==> src/rtl/fetch_ctrl.sv <==
// Program sequencer for the single-cycle core: start/load/run/stall/done lifecycle of the fetch PC.
// Optional watchdog compiled in with `define FETCH_WATCHDOG_EN (ends a run after MAX_CYCLES counted cycles).
`timescale 1ns/1ps
module fetch_ctrl #(
  parameter int T          = 10,
  parameter int CW         = 16,
  parameter int PROG0_ADDR = 0,
  parameter int PROG1_ADDR = 256,
  parameter int PROG2_ADDR = 512,
  parameter int PROG3_ADDR = 768,
  parameter int MAX_CYCLES = 'hFFF0
) (
  input  logic          Clk,
  input  logic          Reset,
  input  logic          Start,
  input  logic [1:0]    ProgSel,
  input  logic          Halt,
  input  logic          MemBusy,
  output logic          PcLoad,
  output logic [T-1:0]  PcLoadVal,
  output logic          PcEn,
  output logic          Busy,
  output logic          Done,
  output logic          Timeout,
  output logic [CW-1:0] CycleCount
);

  typedef enum logic [2:0] {
    S_IDLE  = 3'd0,
    S_LOAD  = 3'd1,
    S_RUN   = 3'd2,
    S_STALL = 3'd3,
    S_DONE  = 3'd4
  } state_t;

`ifdef FETCH_WATCHDOG_EN
  localparam bit WD_EN = 1'b1;
`else
  localparam bit WD_EN = 1'b0;
`endif
  localparam logic [CW-1:0] WD_LAST = CW'(MAX_CYCLES - 1);
  localparam logic [CW-1:0] CNT_MAX = {CW{1'b1}};

  state_t          state_q, state_d;
  logic [T-1:0]    pc_val_q, pc_val_d;
  logic [CW-1:0]   count_q, count_d;
  logic            timeout_q, timeout_d;
  logic            busy_w;
  logic            wd_hit;

  function automatic logic [T-1:0] entry_addr(input logic [1:0] sel);
    case (sel)
      2'd0:    return T'(PROG0_ADDR);
      2'd1:    return T'(PROG1_ADDR);
      2'd2:    return T'(PROG2_ADDR);
      default: return T'(PROG3_ADDR);
    endcase
  endfunction

  always_ff @(posedge Clk or negedge Reset) begin
    if (!Reset) begin
      state_q   <= S_IDLE;
      pc_val_q  <= '0;
      count_q   <= '0;
      timeout_q <= 1'b0;
    end else begin
      state_q   <= state_d;
      pc_val_q  <= pc_val_d;
      count_q   <= count_d;
      timeout_q <= timeout_d;
    end
  end

  assign busy_w = (state_q == S_LOAD) || (state_q == S_RUN) || (state_q == S_STALL);
  // Watchdog compares the pre-increment count, so the run ends with exactly MAX_CYCLES counted.
  assign wd_hit = WD_EN && busy_w && (count_q == WD_LAST);

  always_comb begin
    state_d   = state_q;
    pc_val_d  = pc_val_q;
    count_d   = count_q;
    timeout_d = timeout_q;
    PcLoad    = 1'b0;
    PcEn      = 1'b0;

    if (busy_w && (count_q != CNT_MAX)) begin
      count_d = count_q + CW'(1);
    end

    case (state_q)
      S_IDLE, S_DONE: begin
        if (Start) begin
          state_d   = S_LOAD;
          pc_val_d  = entry_addr(ProgSel);
          count_d   = '0;
          timeout_d = 1'b0;
        end
      end
      S_LOAD: begin
        PcLoad = 1'b1;
        if (wd_hit) begin
          state_d   = S_DONE;
          timeout_d = 1'b1;
        end else begin
          state_d = S_RUN;
        end
      end
      S_RUN: begin
        PcEn = !MemBusy && !Halt;
        if (Halt) begin
          state_d = S_DONE;
        end else if (wd_hit) begin
          state_d   = S_DONE;
          timeout_d = 1'b1;
        end else if (MemBusy) begin
          state_d = S_STALL;
        end
      end
      S_STALL: begin
        // Halt is deliberately ignored here; the PC is frozen on a stale instruction.
        if (wd_hit) begin
          state_d   = S_DONE;
          timeout_d = 1'b1;
        end else if (!MemBusy) begin
          state_d = S_RUN;
        end
      end
      default: begin
        state_d = S_IDLE;
      end
    endcase
  end

  assign PcLoadVal  = pc_val_q;
  assign Busy       = busy_w;
  assign Done       = (state_q == S_DONE);
  assign Timeout    = timeout_q;
  assign CycleCount = count_q;

endmodule

==> config.mk <==
export PLATFORM = sky130hd
export DESIGN_NAME = fetch_ctrl
export DESIGN_NICKNAME = d
export VERILOG_FILES = /design/src/rtl/fetch_ctrl.sv
export SDC_FILE = /design/constraint.sdc
export NUM_CORES = 1
export LEC_CHECK = 0
export BUFFER_PORTS_ARGS = -buffer_cell sky130_fd_sc_hd__buf_2
export CORE_MARGIN = 5
export CORE_UTILIZATION = 30
export CTS_CLUSTER_SIZE = 12
export DETAILED_ROUTE_END_ITERATION = 8
export GPL_TIMING_DRIVEN = 1
export PLACE_DENSITY = 0.52
export REMOVE_ABC_BUFFERS = 1
export SYNTH_ARGS = -nofsm -noshare
export SYNTH_HDL_FRONTEND = slang
export SYNTH_SLANG_ARGS = --single-unit
export TNS_END_PERCENT = 20
==> constraint.sdc <==
create_clock -name Clk -period 2.6 [get_ports Clk]
set_input_delay 0.52 -clock Clk [delete_from_list [all_inputs] [get_ports Clk]]
set_output_delay 0.52 -clock Clk [all_outputs]
set_load 0.01 [all_outputs]
======== Word level (Yosys, flattened, before mapping) ========
Cells that the tools add are included.
storage, ports and cells
  register bits after elaboration ......... 29
  input port bits ......................... 7
  output and inout bits ................... 31
operators by class
  add/sub/neg operators ................... 1
  eq/ne operators ......................... 10
  muxes and demuxes ....................... 11
  reductions and logical operators ........ 11
operators with widths
  kind                                            number
  two-way mux 16 bit                              3
  one-hot mux 10 bit (3 select lines)             1
  adder 16 x 1 -> 16 bit (second input constant)  1
  != test 16 bit (second input constant)          1
  two-way mux 3 bit                               4
  one-hot mux 3 bit (4 select lines)              1
  == test 3 x 2 -> 1 bit (second input constant)  2
  != test 2 bit (second input constant)           2
  == test 3 x 1 -> 1 bit (second input constant)  1
  == test 3 bit (second input constant)           1
  logical NOT 3 bit                               1
  != test 3 bit (second input constant)           1
  AND reduction 3 bit                             1
  == test 2 x 1 -> 1 bit (second input constant)  1
  == test 2 bit (second input constant)           1
  logical AND 1 bit                               2
  logical NOT 1 bit                               2
  logical NOT 2 bit                               1
  logical OR 1 bit                                2
  two-way mux 1 bit                               2
  AND reduction 2 bit                             1
  OR reduction 2 bit                              1

======== Depth between registers and ports, before layout ========
Gate-level depths: netlist (run 1).
  depth in word-level cells ............... 7
  mapped depth ............................ 6

======== Least setup slack after synthesis (run 1) ========
No wires, ideal clock.
  kind .................................... register -> register
  start ................................... reg count_q[0] (netlist: CycleCount[0])
  end ..................................... reg count_q[10] (netlist: CycleCount[10])
  setup time .............................. 0.140 ns
  arrival ................................. 1.593 ns
  slack ................................... 0.867 ns
  cell stages (with the launch flop) ...... 6
  cells stage by stage .................... dfrtp_1 ha_1 nand3_2 or4_1 a41oi_1 a211oi_1
between the ends
  longest elaborated chain between the ends .. 5
ends and longest elaborated chain
  what                                                            line  source
  start: declaration                                              46    logic [CW-1:0] count_q, count_d;
  start signal: assignment                                        69    count_q <= count_d;
  branches (longest 2 deep; another with adder 16 x 1 -> 16 bit)  -
  two-way mux 16 bit (*)                                          86    if (busy_w && (count_q != CNT_MAX)) begin
  two-way mux 16 bit                                              92    if (Start) begin
  two-way mux 16 bit (*)                                          90    case (state_q)
  named net count_d[10]                                           46
Mark *: on every way through the listed nets, which the timed path passes.
A chain may end at the register's enable or synchronous reset.

======== Worst setup path after layout (run 1) ========
  start ................................... reg state_q[1]
  end ..................................... out PcEn
between the ends
  longest elaborated chain between the ends .. 2
ends and longest elaborated chain
  what                      line  source
  start: declaration        44    state_t state_q, state_d;
  start signal: assignment  67    state_q <= state_d;
  == test 3 x 2 -> 1 bit    90
  two-way mux 1 bit         90
  end: declaration          21    output logic PcEn,
No other way between the ends.

==> results of run 1 <==
-- layout make-up --
type	instances	share of cell area, %
Clock buffer	4	3.12
Inverter	5	1.30
Multi-Input combinational cell	101	44.6
Sequential cell	21	36.4
Tap cell	50	4.33
Timing Repair Buffer	29	10.2
-- where the power goes --
part           switching (uW)  internal [uW]
clock                     103            109
sequential               75.3            388
combinational             237            165
total                     416            662
-- logic make-up after synthesis --
group | after synthesis
other | 1
XOR/XNOR | 1
AND/OR/NAND/NOR | 57
flip-flops | 21
multiplexers | 3
buffers and inverters | 18
AO/OA/AOI/OAI | 30
adder cells (fa/ha/maj) | 1
-- critical path, delay by kind of cell (launching register included) --
| family | cells | cell delay, ns |
|---|---|---|
| simple gates | 2 | 0.50 |
| buf+inv | 1 | 0.18 |
| flops | 1 | 0.44 |
-- cells in the mapped netlist, drive strengths merged (2+ instances only) --
cell type,n,share of area [%]
and2,3,1.5
nor3b,2,1.2
o211ai,2,1.2
buf,10,5.8
a21oi,10,4.0
nand3,6,3.2
inv,5,1.5
nand2,11,3.3
o21ai,5,2.0
a41oi,2,1.4
dfrtp,21,42
or2,3,1.5
nor4,3,1.5
nor3,5,2.0
nand4,5,3.7
or3,2,1.0
clkbuf,3,0.91
nor2,6,1.8
or4,4,2.4
mux2i,3,2.4
a211oi,2,1.2
o31ai,6,3.6
-- final timing paths --
path                                                  to                      from  cells past startpoint  slack [ns]
min in group Clk                PcLoadVal[9]$_DFFE_PN0P_                ProgSel[1]                      3        0.45
max in group asynchronous       PcLoadVal[9]$_DFFE_PN0P_                     Reset                      1        2.04
worst min register to register  PcLoadVal[9]$_DFFE_PN0P_  PcLoadVal[9]$_DFFE_PN0P_                      2        0.48
worst max-delay path                                PcEn    state_q[1]$_DFFE_PN0P_                      3        0.70
worst min-delay path             CycleCount[7]$_DFF_PN0_                     Reset                      1        0.22
worst max register to register  CycleCount[14]$_DFF_PN0_   CycleCount[0]$_DFF_PN0_                      5        0.76
-- sequential cells by signal, indices dropped and copies added (netlist names) --
signal      count
CycleCount     16
state_q         3
PcLoadVal       2
-- layout by cell type, fill, tap and decap left out, types with 4 or more instances in the layout --
master,Yosys,final
nor3_1,5,5
o21ai_0,5,5
buf_2,1,28
or4_1,4,4
nand4_1,4,4
a21oi_1,10,10
nand2_1,11,11
dfrtp_1,21,21
nand3_1,4,4
nor2_1,6,6
inv_1,4,4
conb_1,1,9
o31ai_1,6,6
-- stage by stage --
stage | worst slack, ns | hold slack (ns)
6_report | 0.696 | 0.218
5_1_grt | 0.484 | 0.256
4_1_cts | 0.642 | 0.228
3_5_place_dp | 0.753 | 0.462
3_3_place_gp | 0.855 | 0.458
2_1_floorplan | 0.570 | 0.224
-- routing by layer --
layer | vias up | global-route usage [%] | wire length [um]
met5 | - | 0 | 0
met4 | 0 | 5.93 | 38
met3 | 4 | 2.43 | 203
met2 | 36 | 20.4 | 1490
met1 | 518 | 14.8 | 1350
li1 | 526 | - | -
==> metrics.cfg, run 1 <==
[floorplan]
initial_utilization_pct = 31.1
rows = 23
die_height_um = 74.4
core_area_mm2 = 0.00400
die_x_um = 74.4
dieArea_mm2 = 0.00553
ios = 38

[power_and_ir_drop]
leakage_uw = 0.000673
max-vdd-ir-drop_mv = 0.498
p_per_area_mw_per_mm2 = 746
p_total_uw = 1080

[setup_path]
cp-start-kind = flip-flop
crit_chain = nor2b_1, nor4b_1, buf_2
critPathMaxStageDelay_ns = 0.44
arrival_ns = 1.38
cp_slowest_cell = dfrtp_1
cp-end-kind = output pin
worst_ep_required_time_ns = 2.08
path_max_fanout = 6
worstSetupPathType = flip-flop to output pin

[layout]
fin_area_mm2 = 0.00144
final_cell_count_no_fill = 210
ff_latch_area_um2 = 526
drive_gt1_share_pct = 25.0
syn_to_final_growth_pct = 16.2
fillCellCount = 437
final_util_pct = 36.1
antenna-diode-count = 0
finalNetCount = 169
multi_input_area_um2 = 644

[grt]
grt_pass1_wl_mm = 5.20
antenna_found_initial = 0
grt_max_degree = 22
grt_pass1_vias = 1115
overflow = 0
track_usage_pct = 12.1

[detailed_routing]
viasPerCell = 5.16
first_pass_iters = 4
ant_nets = 0
routed_wl_mm = 3.07
wire_per_inst_um = 14.6
drcViolationCount = 0
routed-via-count = 1084
first_iter_violations = 45

[yosys]
synthCells = 132
synth_top_family_by_area = simple AND/OR/NAND/NOR gates
synthFlopType = dfrtp_1
yosys.area_share.simple_pct = 27.6
ys_warn_count = 0
syn_area_mm2 = 0.00124
synth_compound_area_share_pct = 17.4
synthAdderAreaFrac_pct = 1.01
muxShareOfSynthArea_pct = 2.42
async_flop_share_pct = 100
syn_area_per_cell_um2 = 9.41
synth_edf_count = 0
yosys.area_share.xor_xnor_pct = 0.705
synth-seq-area-share_pct = 42.3
ys_ff_latch = 21
synth_cell_type_count = 41

[placed_design]
portBuffers = 28
placed_area_mm2 = 0.00140
dpl.hpwl_mm = 2.31
dpl.cell_count = 206
gp_congestion = 0.802

[flow_run]
maxCapViolCount = 0

[sta]
finClkSkew_ns = 0.00299
setup_viol = 0
rsz0062_at_grt = false
finalHoldViolCount = 0
fin_tns_setup_ns = 0
drv_slew = 0
fmax_mhz = 525
min_period_ns = 1.90
tightest_slew_ns = 0.526
slew_headroom_pct = 64.9
finalCritPeriodShare_pct = 73.2

[clock_tree]
path_clk_slew_ns = 0.07
clkLatencyLatePin_ns = 0.26
numCtsBuffers = 3
ctsResizeCount = 0
clock-sinks = 21
cts_root_buf = clkbuf_8
cts_buffer_depth = 2
cts_tree = built
cts_setup_buffers = 0
hold_buffers = 0
htree_levels = 1

[hold_path]
min_path_type = input port to asynchronous set/reset pin

[run_status]
status = finished, final reports clean

(Power assumes the default switching activity.)
==> inputs of run 2 (changes only) <==
Settings changed: PLACE_DENSITY 0.52 to 0.54.
Clock period 2.6 ns to 1.6 ns, I/O delays scaled along.
==> run 2 against run 1 <==
The flow now finishes with violations (negative setup slack). Die area unchanged. Cell area up 31%. Wire length rose by 17%. Global-route usage up 1.3 points. Total power increased by 97%. Combinational power grew to 2.6 times the previous value. Utilization is 11 points higher. Sequential share of layout area is 8.5 points lower. Sequential cell count did not move. Sequential power grew 51%.
==> metrics.cfg, run 2 (synthesized netlist as in run 1, its figures left out) <==
[sta]
drv_slew = 0  ; unchanged
finalHoldViolCount = 0  ; unchanged
finClkSkew_ns = 0.00494  ; +0.00195 ns
worst_slack_ns = -0.0405  ; -0.736 ns
whs_ns = 0.00642  ; -0.211 ns
fmax_mhz = 610
fin_tns_setup_ns = -0.169  ; -0.169 ns
min_period_ns = 1.64
finalCritPeriodShare_pct = 103
setup_viol = 7  ; +7
rsz0062_at_grt = true

[setup_path]
cp-start-kind = flip-flop
r2r-start = CycleCount[8]$_DFF_PN0_
regToRegEndpoint = CycleCount[1]$_DFF_PN0_
critPathLaunch = CycleCount[8]$_DFF_PN0_
rr_worst_depth = 6  ; +1
cp-end-kind = flip-flop
arrival_ns = 1.80  ; +0.42 ns
r2r_setup_slack_ns = -0.04  ; -0.80 ns
worstSetupPathType = flip-flop to flip-flop
path_max_fanout = 5  ; -1
setup.worst_path.end = CycleCount[1]$_DFF_PN0_
worst_ep_required_time_ns = 1.76  ; -0.32 ns

[power_and_ir_drop]
p_sw_share_pct = 37.9  ; -0.65 points
p_seq_share_pct = 32.9  ; -10 points
max-vdd-ir-drop_mv = 0.642  ; +29%
power.share.clock_pct = 17.1  ; -2.6 points
leakage_uw = 0.000923  ; +37%
p_switching_uw = 807  ; +94%
intPower_uw = 1320  ; +99%
p_per_area_mw_per_mm2 = 1130  ; +51%
p_comb_share_pct = 50.0  ; +13 points

[floorplan]
initial_utilization_pct = 31.1  ; unchanged
core_area_mm2 = 0.00400  ; unchanged
die_x_um = 74.4  ; unchanged
ios = 38  ; unchanged
rows = 23  ; unchanged
dieArea_mm2 = 0.00553  ; unchanged
die_height_um = 74.4  ; unchanged

[flow_run]
maxCapViolCount = 0  ; unchanged

[layout]
finalNetCount = 212  ; +25%
layout_common_cells = 43 x buf_4, 28 x buf_2, 19 x dfrtp_1, 11 x nand2_1, 9 x conb_1
final_common_cell = buf_4
antenna-diode-count = 0  ; unchanged
fin_area_mm2 = 0.00189  ; +31%
drive_gt1_share_pct = 51.2  ; +26 points
largest_reg_flops = 16  ; unchanged
syn_to_final_growth_pct = 52.2

[clock_tree]
cts_root_buf = clkbuf_8
cts_tree = built
cts_buffer_depth = 2  ; unchanged
htree_levels = 1  ; unchanged
clock-sinks = 21  ; unchanged
clkLatencyLatePin_ns = 0.26  ; about the same
path_clk_slew_ns = 0.08  ; about the same
hold_buffers = 0  ; unchanged
numCtsBuffers = 3  ; unchanged

[run_status]
status = finished with violations
violations = negative setup slack

[placed_design]
dpl.hpwl_mm = 2.56  ; +11%
pre_cts_ws_ns = -0.120  ; -0.873 ns
placed_area_mm2 = 0.00163  ; +17%
portBuffers = 28  ; unchanged
gp_congestion = 0.776  ; -3.3%

[detailed_routing]
routed_wl_mm = 3.61  ; +17%
drcViolationCount = 0  ; unchanged
ant_nets = 0  ; unchanged
first_iter_violations = 87  ; +93%
wire_per_inst_um = 14.3  ; -2.6%
viasPerCell = 5.00  ; -3.1%
first_pass_iters = 4  ; unchanged
routed-via-count = 1265  ; +17%

[hold_path]
min_path_type = input port to asynchronous set/reset pin

[grt]
grt_pass1_vias = 1234  ; +11%
grt_max_degree = 22  ; unchanged
track_usage_pct = 13.5  ; +1.3 points
grt_pass1_wl_mm = 5.79  ; +11%
antenna_found_initial = 0  ; unchanged
overflow = 0  ; unchanged

run 2: changes by cell type in the layout (fill, tap and decap cells not counted), sizes merged:
cell,delta
clkbuf,-1
clkinvlp,+1
buf,+43
run 2: metrics by stage:
step	utilization (%)	cells	total power (uW)
final	47.3	253	2130
after global routing	47.3	253	2270
after CTS	43.5	242	2050
after detailed placement	40.8	237	1610
after global placement	40.8	237	1570
after floorplan	-	127	1190
run 2: metal layers:
metal / vias to the layer above / part of all wire (%) / global-route usage (%)
met5: - / 0 / 0
li1: 611 / - / -
met1: 621 / 43 / 17.5
met2: 31 / 50 / 22.5
met4: 0 / 0.36 / 2.37
met3: 2 / 6.2 / 4.05
run 2: cell type report:
type	count	area (um2)
sequential	21	528
fill	389	2110
clock buffer	3	41.3
tap	50	62.6
multi-input combinational	101	758
clock inverter	1	7.51
inverter	5	18.8
timing repair buffer	72	474
run 2: worst min path at each step:
stage / slack (ns) / endpoint / depth (start not counted) / from
2_1_floorplan: 0.02 / CycleCount[0]$_DFF_PN0_ / 0 / Reset
3_3_place_gp: 0.31 / CycleCount[7]$_DFF_PN0_ / 1 / Reset
3_5_place_dp: 0.31 / CycleCount[7]$_DFF_PN0_ / 1 / Reset
4_1_cts: 0.02 / CycleCount[5]$_DFF_PN0_ / 1 / Reset
5_1_grt: 0.05 / CycleCount[5]$_DFF_PN0_ / 1 / Reset
6_report: 0.006 / CycleCount[5]$_DFF_PN0_ / 1 / Reset
run 2: power by group through the flow:
stage / clock [uW] / combinational (uW) / sequential (uW)
3_3_place_gp: 0 / 867 / 700
4_1_cts: 376 / 971 / 705
2_1_floorplan: 0 / 419 / 768
5_1_grt: 409 / 1150 / 719
6_report: 364 / 1060 / 700
3_5_place_dp: 0 / 906 / 705
run 2: what timing repair did:
action / in CTS / in global routing
gates resized for setup: 13 / 16
setup buffers: 1 / 10
pin swaps: 4 / 10
setup endpoints to repair: 15 / 19
gates cloned: 0 / 1
run 2: critical path: stages (launching register included):
cell	delay, ns
dfrtp_1	0.42
nand4_1	0.19
buf_4	0.19
o41ai_4	0.32
buf_4	0.19
mux2i_1	0.18
nor2_1	0.06
==> inputs of run 3 (changes only) <==
Settings changed: PLACE_DENSITY 0.54 to 0.53.
==> run 3 against run 2 <==
Hold slack is essentially flat. The run still ends with negative setup slack left. Maximum frequency decreased by 1.4%. Wire length up 6.8%. Clock skew is 0.0011 ns lower. Clock power is essentially flat.
==> metrics.cfg, run 3 (synthesized netlist as in run 1, its figures left out) <==
[grt]
grt_pass1_vias = 1359  ; +10%
grt_max_degree = 22  ; unchanged
grt_pass1_wl_mm = 6.16  ; +6.4%
track_usage_pct = 14.4  ; +0.89 points
antenna_found_initial = 0  ; unchanged
overflow = 0  ; unchanged

[detailed_routing]
first_iter_violations = 41  ; -53%
drcViolationCount = 0  ; unchanged
first_pass_iters = 4  ; unchanged
routed-via-count = 1297  ; +2.5%
routed_wl_mm = 3.86  ; +6.8%
wire_per_inst_um = 15.3  ; +7.2%
viasPerCell = 5.15  ; +2.9%
ant_nets = 0  ; unchanged

[layout]
fillCellCount = 399  ; +2.6%
syn_to_final_growth_pct = 53.4
finalNetCount = 211  ; -0.47%
final_common_cell = buf_4
multi_input_area_um2 = 772  ; +1.8%
final_cell_count_no_fill = 252  ; -0.40%
final_util_pct = 47.6  ; +0.38 points
drive_gt1_share_pct = 51.5  ; +0.25 points
layout_common_cells = 38 x buf_4, 29 x buf_2, 19 x dfrtp_1, 11 x nand2_1, 9 x conb_1
ff_latch_area_um2 = 528  ; unchanged
antenna-diode-count = 0  ; unchanged
largest_reg_flops = 16  ; unchanged

[floorplan]
die_x_um = 74.4  ; unchanged
dieArea_mm2 = 0.00553  ; unchanged
ios = 38  ; unchanged
die_height_um = 74.4  ; unchanged
rows = 23  ; unchanged
initial_utilization_pct = 31.1  ; unchanged
core_area_mm2 = 0.00400  ; unchanged

[placed_design]
dpl.hpwl_mm = 2.70  ; +5.6%
gp_congestion = 0.848  ; +9.3%
portBuffers = 28  ; unchanged
dpl.cell_count = 242  ; +2.1%

[setup_path]
cp_slowest_cell = or4_1
crit_buf_inv = 1  ; -1
worst_ep_required_time_ns = 1.80  ; +0.04 ns
crit_chain = buf_6, and4_4, nand3_4, or4_1, a21oi_2
critPathMaxStageDelay_ns = 0.52  ; +0.10 ns
cp-end-kind = flip-flop
arrival_ns = 1.86  ; +0.06 ns
worstSetupPathType = flip-flop to flip-flop
cp_top_family = simple AND/OR/NAND/NOR gates
cp-start-kind = flip-flop
path_max_fanout = 8  ; +3

[power_and_ir_drop]
p_per_area_mw_per_mm2 = 1140  ; +1.6%
max-vdd-ir-drop_mv = 0.774  ; +21%
leakage_uw = 0.000925  ; +0.23%

[run_status]
violations = negative setup slack
status = finished with violations

[clock_tree]
cts_tree = built
clkLatencyLatePin_ns = 0.26  ; about the same
path_clk_slew_ns = 0.08  ; about the same
hold_buffers = 0  ; unchanged
numCtsBuffers = 3  ; unchanged
cts_root_buf = clkbuf_8
cts_buffer_depth = 2  ; unchanged
htree_levels = 1  ; unchanged
clock-sinks = 21  ; unchanged

[sta]
drv_slew = 0  ; unchanged
rsz0062_at_grt = true
finalHoldViolCount = 0  ; unchanged
min_period_ns = 1.66  ; +0.0229 ns
finClkSkew_ns = 0.00386  ; -0.00108 ns
worst_slack_ns = -0.0634  ; -0.0229 ns
finalCritPeriodShare_pct = 104  ; +1.4 points
setup_viol = 10  ; +3
fmax_mhz = 601  ; -1.4%

[hold_path]
min_path_type = input port to asynchronous set/reset pin

[flow_run]
maxCapViolCount = 0  ; unchanged

==> run 3: cell count changes in the layout (fill, tap and decap cells not counted), sizes merged <==
cell,before,now
buf,72,71
==> run 3: layout make-up <==
| type | instances | share of cell area (%) |
|---|---|---|
| Multi-Input combinational cell | 101 | 40.5 |
| Inverter | 5 | 0.985 |
| Clock buffer | 3 | 2.17 |
| Sequential cell | 21 | 27.7 |
| Tap cell | 50 | 3.28 |
| Timing Repair Buffer | 71 | 25.0 |
| Clock inverter | 1 | 0.394 |
==> run 3: routing by layer <==
layer	share of wire, %	GRT usage (%)
met5	0	0
met4	2.2	4.94
met3	6.4	3.78
met2	53	27.2
met1	39	15.3
==> run 3: power breakdown <==
group          leakage [uW]  internal, uW  total (uW)  switching [uW]
clock network     0.0000217           176         363             187
registers          0.000280           630         720            89.7
logic              0.000624           537        1090             557
total              0.000925          1340        2180             834
==> run 3: stage by stage <==
stage               worst slack [ns]  hold WS [ns]  instance area (um2)  TNS [ns]  power [uW]
floorplan                     -0.430        0.0244                 1190     -3.26        1190
global placement             -0.0398         0.312                 1670   -0.0923        1610
detailed placement           -0.0945         0.316                 1670    -0.340        1640
CTS                          -0.0152        0.0255                 1830   -0.0523        2080
global route                  -0.119        0.0431                 1910     -1.24        2320
finish                       -0.0634       0.00688                 1910    -0.262        2180
==> run 3: what timing repair did <==
action	4_1_cts	5_1_grt
gates cloned	1	0
pin swaps	6	6
endpoints found under the setup margin	11	19
setup buffers	1	4
resized for setup	23	10
==> run 3: final timing paths <==
path                            cells past startpoint  slack, ns                      from                       end
worst min register to register                      2       0.49  PcLoadVal[9]$_DFFE_PN0P_  PcLoadVal[9]$_DFFE_PN0P_
worst max register to register                      5      -0.06   CycleCount[1]$_DFF_PN0_  CycleCount[13]$_DFF_PN0_
worst max-delay path                                5      -0.06   CycleCount[1]$_DFF_PN0_  CycleCount[13]$_DFF_PN0_
min in group Clk                                    3       0.25                ProgSel[0]  PcLoadVal[8]$_DFFE_PN0P_
worst min-delay path                                1      0.007                     Reset   CycleCount[7]$_DFF_PN0_
max in group asynchronous                           1       1.23                     Reset   CycleCount[4]$_DFF_PN0_
==> run 3: worst reg2reg max path, delay by kind of cell (launching register included) <==
kind	cells	cell delay, ns
compound gates	1	0.17
simple gates	3	0.88
flops	1	0.42
buf+inv	1	0.13
